<file path="config.mk">
export PLATFORM = sky130hd
export DESIGN_NAME = grf_scoreboard_flat
export DESIGN_NICKNAME = d
export VERILOG_FILES = /design/src/rtl/grf_scoreboard_if.sv /design/src/rtl/grf_scoreboard.sv /design/src/flat_wrapper.sv
export SDC_FILE = /design/constraint.sdc
export NUM_CORES = 2
export LEC_CHECK = 0
export ABC_CLOCK_PERIOD_IN_PS = 6000
export BUFFER_PORTS_ARGS = -buffer_cell sky130_fd_sc_hd__buf_2
export CAP_MARGIN = 20
export CORE_ASPECT_RATIO = 1.5
export CORE_MARGIN = 5
export CORE_UTILIZATION = 45
export CTS_BUF_LIST = sky130_fd_sc_hd__clkbuf_8
export CTS_CLUSTER_SIZE = 16
export DETAILED_ROUTE_END_ITERATION = 8
export PLACE_DENSITY = 0.59
export SYNTH_ARGS = -nofsm -noshare
export SYNTH_HDL_FRONTEND = slang
export SYNTH_SLANG_ARGS = --single-unit
</file>
<file path="constraint.sdc">
create_clock -name clk -period 6 [get_ports clk]
set_input_delay 0.3 -clock clk [delete_from_list [all_inputs] [get_ports clk]]
set_output_delay 0.3 -clock clk [all_outputs]
set_load 0.05 [all_outputs]
</file>
<file path="src/rtl/grf_scoreboard_if.sv">
// Bundle of the scoreboarded register file's issue, write-back and read-port signals.
// The master side drives issue/write-back/read addresses; the slave side is the register file.
interface grf_scoreboard_if #(
  parameter int DATA_W = 32
);
  logic              issue_en;
  logic [4:0]        issue_rw;
  logic              we;
  logic [4:0]        wb_rw;
  logic [DATA_W-1:0] wb_data;
  logic [4:0]        ra1;
  logic [4:0]        ra2;
  logic [DATA_W-1:0] rd1;
  logic [DATA_W-1:0] rd2;
  logic              busy1;
  logic              busy2;
  logic              err_ovf;
  logic              err_unf;

  modport master (
    output issue_en, issue_rw, we, wb_rw, wb_data, ra1, ra2,
    input  rd1, rd2, busy1, busy2, err_ovf, err_unf
  );

  modport slave (
    input  issue_en, issue_rw, we, wb_rw, wb_data, ra1, ra2,
    output rd1, rd2, busy1, busy2, err_ovf, err_unf
  );
endinterface

</file>
<file path="src/rtl/grf_scoreboard.sv">
// MIPS general register file with per-register pending-write counters, write-through
// read bypass and busy flags for the hazard unit. Register 0 has no storage.
module grf_scoreboard #(
  parameter int DATA_W = 32,
  parameter int CNT_W  = 2
) (
  input  logic              clk,
  input  logic              reset,
  grf_scoreboard_if.slave   bus
);

  localparam logic [CNT_W-1:0] CNT_MAX = {CNT_W{1'b1}};
  localparam logic [CNT_W-1:0] CNT_ONE = CNT_W'(1);

  logic [DATA_W-1:0] r_regs    [1:31];
  logic [CNT_W-1:0]  r_cnt     [1:31];
  logic              r_err_ovf;
  logic              r_err_unf;

  logic [CNT_W-1:0]  w_cnt_nxt [1:31];
  logic              w_inc     [1:31];
  logic              w_dec     [1:31];
  logic              w_ovf;
  logic              w_unf;

  logic [DATA_W-1:0] w_rd1, w_rd2;
  logic              w_busy1, w_busy2;
  logic              w_hit1, w_hit2;
  logic [CNT_W-1:0]  w_cnt1, w_cnt2;

  // Counter next-state: a simultaneous issue and retire on one register cancel out.
  always_comb begin
    // NOTE: every variable gets a default before any branch so no latch is inferred.
    w_ovf = 1'b0;
    w_unf = 1'b0;
    for (int r = 1; r < 32; r++) begin
      w_inc[r]     = bus.issue_en && (bus.issue_rw == 5'(r));
      w_dec[r]     = bus.we && (bus.wb_rw == 5'(r));
      w_cnt_nxt[r] = r_cnt[r];
      if (w_inc[r] && !w_dec[r]) begin
        if (r_cnt[r] == CNT_MAX) w_ovf = 1'b1;
        else                     w_cnt_nxt[r] = r_cnt[r] + CNT_ONE;
      end else if (w_dec[r] && !w_inc[r]) begin
        if (r_cnt[r] == '0) w_unf = 1'b1;
        else                w_cnt_nxt[r] = r_cnt[r] - CNT_ONE;
      end
    end
  end

  always_ff @(posedge clk) begin
    // NOTE: sequential state uses non-blocking assignments only, so every flop sees pre-edge values.
    if (!reset) begin
      // NOTE: the data array is cleared on reset because architectural registers must read 0 afterwards.
      for (int r = 1; r < 32; r++) begin
        r_regs[r] <= '0;
        r_cnt[r]  <= '0;
      end
      r_err_ovf <= 1'b0;
      r_err_unf <= 1'b0;
    end else begin
      if (bus.we && (bus.wb_rw != 5'd0)) r_regs[bus.wb_rw] <= bus.wb_data;
      for (int r = 1; r < 32; r++) r_cnt[r] <= w_cnt_nxt[r];
      if (w_ovf) r_err_ovf <= 1'b1;
      if (w_unf) r_err_unf <= 1'b1;
    end
  end

  // Read ports: a write-back in flight this cycle is forwarded and also retires one pending mark.
  always_comb begin
    w_rd1   = '0;
    w_rd2   = '0;
    w_hit1  = 1'b0;
    w_hit2  = 1'b0;
    w_cnt1  = '0;
    w_cnt2  = '0;
    w_busy1 = 1'b0;
    w_busy2 = 1'b0;
    if (bus.ra1 != 5'd0) begin
      w_hit1  = bus.we && (bus.wb_rw == bus.ra1);
      w_cnt1  = r_cnt[bus.ra1];
      w_rd1   = w_hit1 ? bus.wb_data : r_regs[bus.ra1];
      w_busy1 = (w_cnt1 != '0) && !((w_cnt1 == CNT_ONE) && w_hit1);
    end
    if (bus.ra2 != 5'd0) begin
      w_hit2  = bus.we && (bus.wb_rw == bus.ra2);
      w_cnt2  = r_cnt[bus.ra2];
      w_rd2   = w_hit2 ? bus.wb_data : r_regs[bus.ra2];
      w_busy2 = (w_cnt2 != '0) && !((w_cnt2 == CNT_ONE) && w_hit2);
    end
  end

  assign bus.rd1     = w_rd1;
  assign bus.rd2     = w_rd2;
  assign bus.busy1   = w_busy1;
  assign bus.busy2   = w_busy2;
  assign bus.err_ovf = r_err_ovf;
  assign bus.err_unf = r_err_unf;

endmodule

</file>
<file path="src/flat_wrapper.sv">
// flat-port wrapper written by rule: the top's interface ports become plain ports
module grf_scoreboard_flat 
#(
  parameter int DATA_W = 32,
  parameter int CNT_W  = 2
)
  (clk, reset, bus_issue_en, bus_issue_rw, bus_we, bus_wb_rw, bus_wb_data, bus_ra1, bus_ra2, bus_rd1, bus_rd2, bus_busy1, bus_busy2, bus_err_ovf, bus_err_unf);
  grf_scoreboard_if #(.DATA_W(DATA_W)) bus_i ();
  input  logic clk;
  input  logic reset;
  input wire logic [$bits(bus_i.issue_en)-1:0] bus_issue_en;
  input wire logic [$bits(bus_i.issue_rw)-1:0] bus_issue_rw;
  input wire logic [$bits(bus_i.we)-1:0] bus_we;
  input wire logic [$bits(bus_i.wb_rw)-1:0] bus_wb_rw;
  input wire logic [$bits(bus_i.wb_data)-1:0] bus_wb_data;
  input wire logic [$bits(bus_i.ra1)-1:0] bus_ra1;
  input wire logic [$bits(bus_i.ra2)-1:0] bus_ra2;
  output wire logic [$bits(bus_i.rd1)-1:0] bus_rd1;
  output wire logic [$bits(bus_i.rd2)-1:0] bus_rd2;
  output wire logic [$bits(bus_i.busy1)-1:0] bus_busy1;
  output wire logic [$bits(bus_i.busy2)-1:0] bus_busy2;
  output wire logic [$bits(bus_i.err_ovf)-1:0] bus_err_ovf;
  output wire logic [$bits(bus_i.err_unf)-1:0] bus_err_unf;
  assign bus_i.issue_en = bus_issue_en;
  assign bus_i.issue_rw = bus_issue_rw;
  assign bus_i.we = bus_we;
  assign bus_i.wb_rw = bus_wb_rw;
  assign bus_i.wb_data = bus_wb_data;
  assign bus_i.ra1 = bus_ra1;
  assign bus_i.ra2 = bus_ra2;
  assign bus_rd1 = bus_i.rd1;
  assign bus_rd2 = bus_i.rd2;
  assign bus_busy1 = bus_i.busy1;
  assign bus_busy2 = bus_i.busy2;
  assign bus_err_ovf = bus_i.err_ovf;
  assign bus_err_unf = bus_i.err_unf;
  grf_scoreboard #(.DATA_W(DATA_W), .CNT_W(CNT_W)) u_core (.clk(clk), .reset(reset), .bus(bus_i));
endmodule
</file>
==> flow_summary.json <==
{
  "status": "finished clean",
  "synthFlopType": "edfxtp_1",
  "worstMarginPinSlew_ns": 1.21,
  "drv_slew": 0,
  "path_class": "primary input to primary output",
  "place.port_buffers": 123,
  "area_delta_synth_final_pct": 11.0,
  "synth.distinct_cells": 63,
  "cts_setup_buffers": 0,
  "cts_sinks": 1088,
  "drv_cap": 0,
  "grt_pass1_vias": 41200,
  "min_from": "bus_issue_en",
  "dp_hpwl_um": 129000,
  "ant_nets": 0,
  "tns_ns": 0,
  "holdPathStages": 6,
  "reg2reg_depth": 5,
  "cp_max_fo": 79,
  "syn_inst": 4320,
  "drt-total-wl_um": 216000,
  "initialDrtViolationCount": 4892,
  "fin_crit_ns": 4.15,
  "grt_pass1_wl_um": 304000,
  "die_area_um2": 142000,
  "dr.pass1.iters": 8,
  "required_ns": 5.70,
  "worstPathArrival_ns": 3.85,
  "end_kind": "primary output",
  "yosysWarningCount": 0,
  "async_reset_ff_frac": 0,
  "die_h_um": 458,
  "cts_max_path_buffers": 3,
  "drive_gt1_frac": 0.258,
  "hold_class": "primary input to flop",
  "drc": 0,
  "cts.htree.levels": 4,
  "irDropWorstVdd_mv": 0.235,
  "synth.area.top_cells": "edfxtp_1 (51%), mux4_2 (20%), and2_1 (10%)",
  "slew_headroom": 0.173,
  "synth.largest_area_cell": "edfxtp_1",
  "hold_end": "u_core.r_cnt[16][0]",
  "finalWeightedCongestion": 0.909,
  "start_util": 0.453,
  "avgRoutedWirePerCell_um": 34.5,
  "cts-root-buf": "clkbuf_8",
  "cts.repair.resized": 0,
  "leakagePower_nw": 22.9,
  "finalSetupViolations": 0,
  "synth_seq_cells": 1088,
  "r2r_end": "u_core.bus.err_ovf",
  "cts.hold.buffers_added": 43,
  "vias_per_cell": 6.56,
  "fp.dieW_um": 309,
  "syn_area_um2": 60300,
  "final.setup_skew_ns": 0.0598,
  "layout_setup_ws_ns": 1.85,
  "grt_start_max_net_pins": 103,
  "synth_edf_count": 1024,
  "clkLatencyLatePin_ns": 0.93,
  "rsz0062_at_grt": "false",
  "synth_top_area_frac": 0.510,
  "power.density_nw_per_um2": 267,
  "synth.avg_cell_area_um2": 14.0,
  "r2r_start": "u_core.r_cnt[15][0]",
  "core_um2": 133000,
  "final_hold_viol_count": 0,
  "grt_use_total": 0.301,
  "ios": 124,
  "nets": 4408,
  "clk_pin_slew_ns": 0.06,
  "fmax_mhz": 241,
  "holdWs_ns": 0.109,
  "cts_tree": "yes",
  "dp_slack_ns": 1.83,
  "worst-r2r-setup-slack_ns": 3.82,
  "period_share": 0.691,
  "cts_buffers": 175,
  "rows": 164,
  "grt_overflow": 0,
  "crit_path_start_kind": "primary input",
  "vias": 41000,
  "antenna_found_initial": 21,
  "ys_seq_area_frac": 0.531
}
## metrics by stage
stage                     utilization  power (mW)  instance area, um^2  cells
after floorplan                     -        10.7                60400   4351
after detailed placement        0.474        11.6                63100   5872
after global routing            0.502        18.4                66900   6233
after global placement          0.474        11.6                63100   5872
final                           0.503        17.9                66900   6241
after CTS                       0.502        17.9                66900   6229
## synth_stat cells (all sizes together) (12+ instances only)
cell type,instances
edfxtp,1024
clkbuf,346
nor2b,13
or2,12
o21ai,145
o22ai,119
buf,122
nand2b,22
inv,35
a22o,16
nand2,157
and2,995
nor2,89
nand3,55
nor3,23
mux2,60
dfxtp,64
a2111oi,18
a211o,55
a32o,31
mux2i,121
o21a,31
o211ai,31
o31ai,13
o2111ai,15
a21oi,83
mux4,536
## cell families after synthesis
| group | share of synthesized area |
|---|---|
| compound gates | 0.0663 |
| xor+xnor | 0.00145 |
| buf+inv | 0.0337 |
| flops | 0.531 |
| mux | 0.232 |
| other cells | 0.0000622 |
| simple gates | 0.136 |
## critical path: stages
cell and delay [ns]:
buf_8 0.47, buf_12 0.54, mux4_2 0.62, mux4_2 0.52, o21ai_0 0.65, o21ai_0 0.28
buf_2 0.28
## report_power, final
part           leakage (nW)  internal, mW  switching (mW)
logic                  10.7         0.982            1.64
registers              10.3          8.70           0.203
clock network          1.88          3.24            3.13
## cell usage in the layout, fill, tap and decap left out, types with 19 or more instances in the layout
| cell | synthesis | final |
|---|---|---|
| edfxtp_1 | 1024 | 1024 |
| and2_1 | 994 | 994 |
| mux4_2 | 536 | 536 |
| clkbuf_8 | 0 | 183 |
| nand2_1 | 157 | 155 |
| mux2i_1 | 121 | 121 |
| o22ai_1 | 119 | 119 |
| buf_2 | 76 | 116 |
| o21ai_0 | 145 | 115 |
| buf_4 | 7 | 113 |
| a21oi_1 | 83 | 83 |
| inv_1 | 35 | 80 |
| dfxtp_1 | 64 | 64 |
| mux2_2 | 60 | 60 |
| nor2_1 | 89 | 58 |
| a211o_1 | 55 | 55 |
| nand3_1 | 55 | 52 |
| clkinv_1 | 1 | 51 |
| dlygate4sd3_1 | 0 | 43 |
| conb_1 | 1 | 32 |
| nor2_4 | 0 | 31 |
| a32o_1 | 31 | 31 |
| o21a_1 | 31 | 31 |
| o21ai_4 | 0 | 30 |
| o211ai_1 | 28 | 28 |
| nor3_1 | 23 | 21 |
| nand2b_1 | 22 | 20 |
| clkinv_2 | 0 | 19 |
## how the worst max path moves through the flow
stage	start	to	slack (ns)	depth (start not counted)
global placement	bus_ra2[0]	bus_rd2[4]	1.85	7
CTS	bus_ra2[0]	bus_rd2[4]	1.83	7
detailed placement	bus_ra2[0]	bus_rd2[4]	1.83	7
finish	bus_ra2[0]	bus_rd2[4]	1.85	7
global route	bus_ra2[0]	bus_rd2[4]	1.77	7
floorplan	bus_we	u_core.r_regs[28][0]	2.06	5
## flip-flops by register name, indices dropped and copies added (netlist names)
signal              cells
u_core.r_cnt           62
u_core.bus.err_ovf      1
u_core.r_regs        1024
u_core.bus.err_unf      1
## routing by layer
layer	part of all wire	global-route usage	vias to the layer above
met5	0.000051	0	-
met3	0.090	0.0649	611
met2	0.49	0.500	2454
met4	0.055	0.147	2
met1	0.36	0.376	21200
li1	-	-	16700
## layout make-up
cell class                      count  area (um^2)
Tap cell                         1743         2180
Clock buffer                      183         2520
Multi-Input combinational cell   2759        27000
Inverter                           36          135
Fill cell                       11200        66200
Sequential cell                  1088        32000
Antenna cell                        9         22.5
Timing Repair Buffer              292         2220
Clock inverter                    131          807
Power figures use the tool's default switching activity.
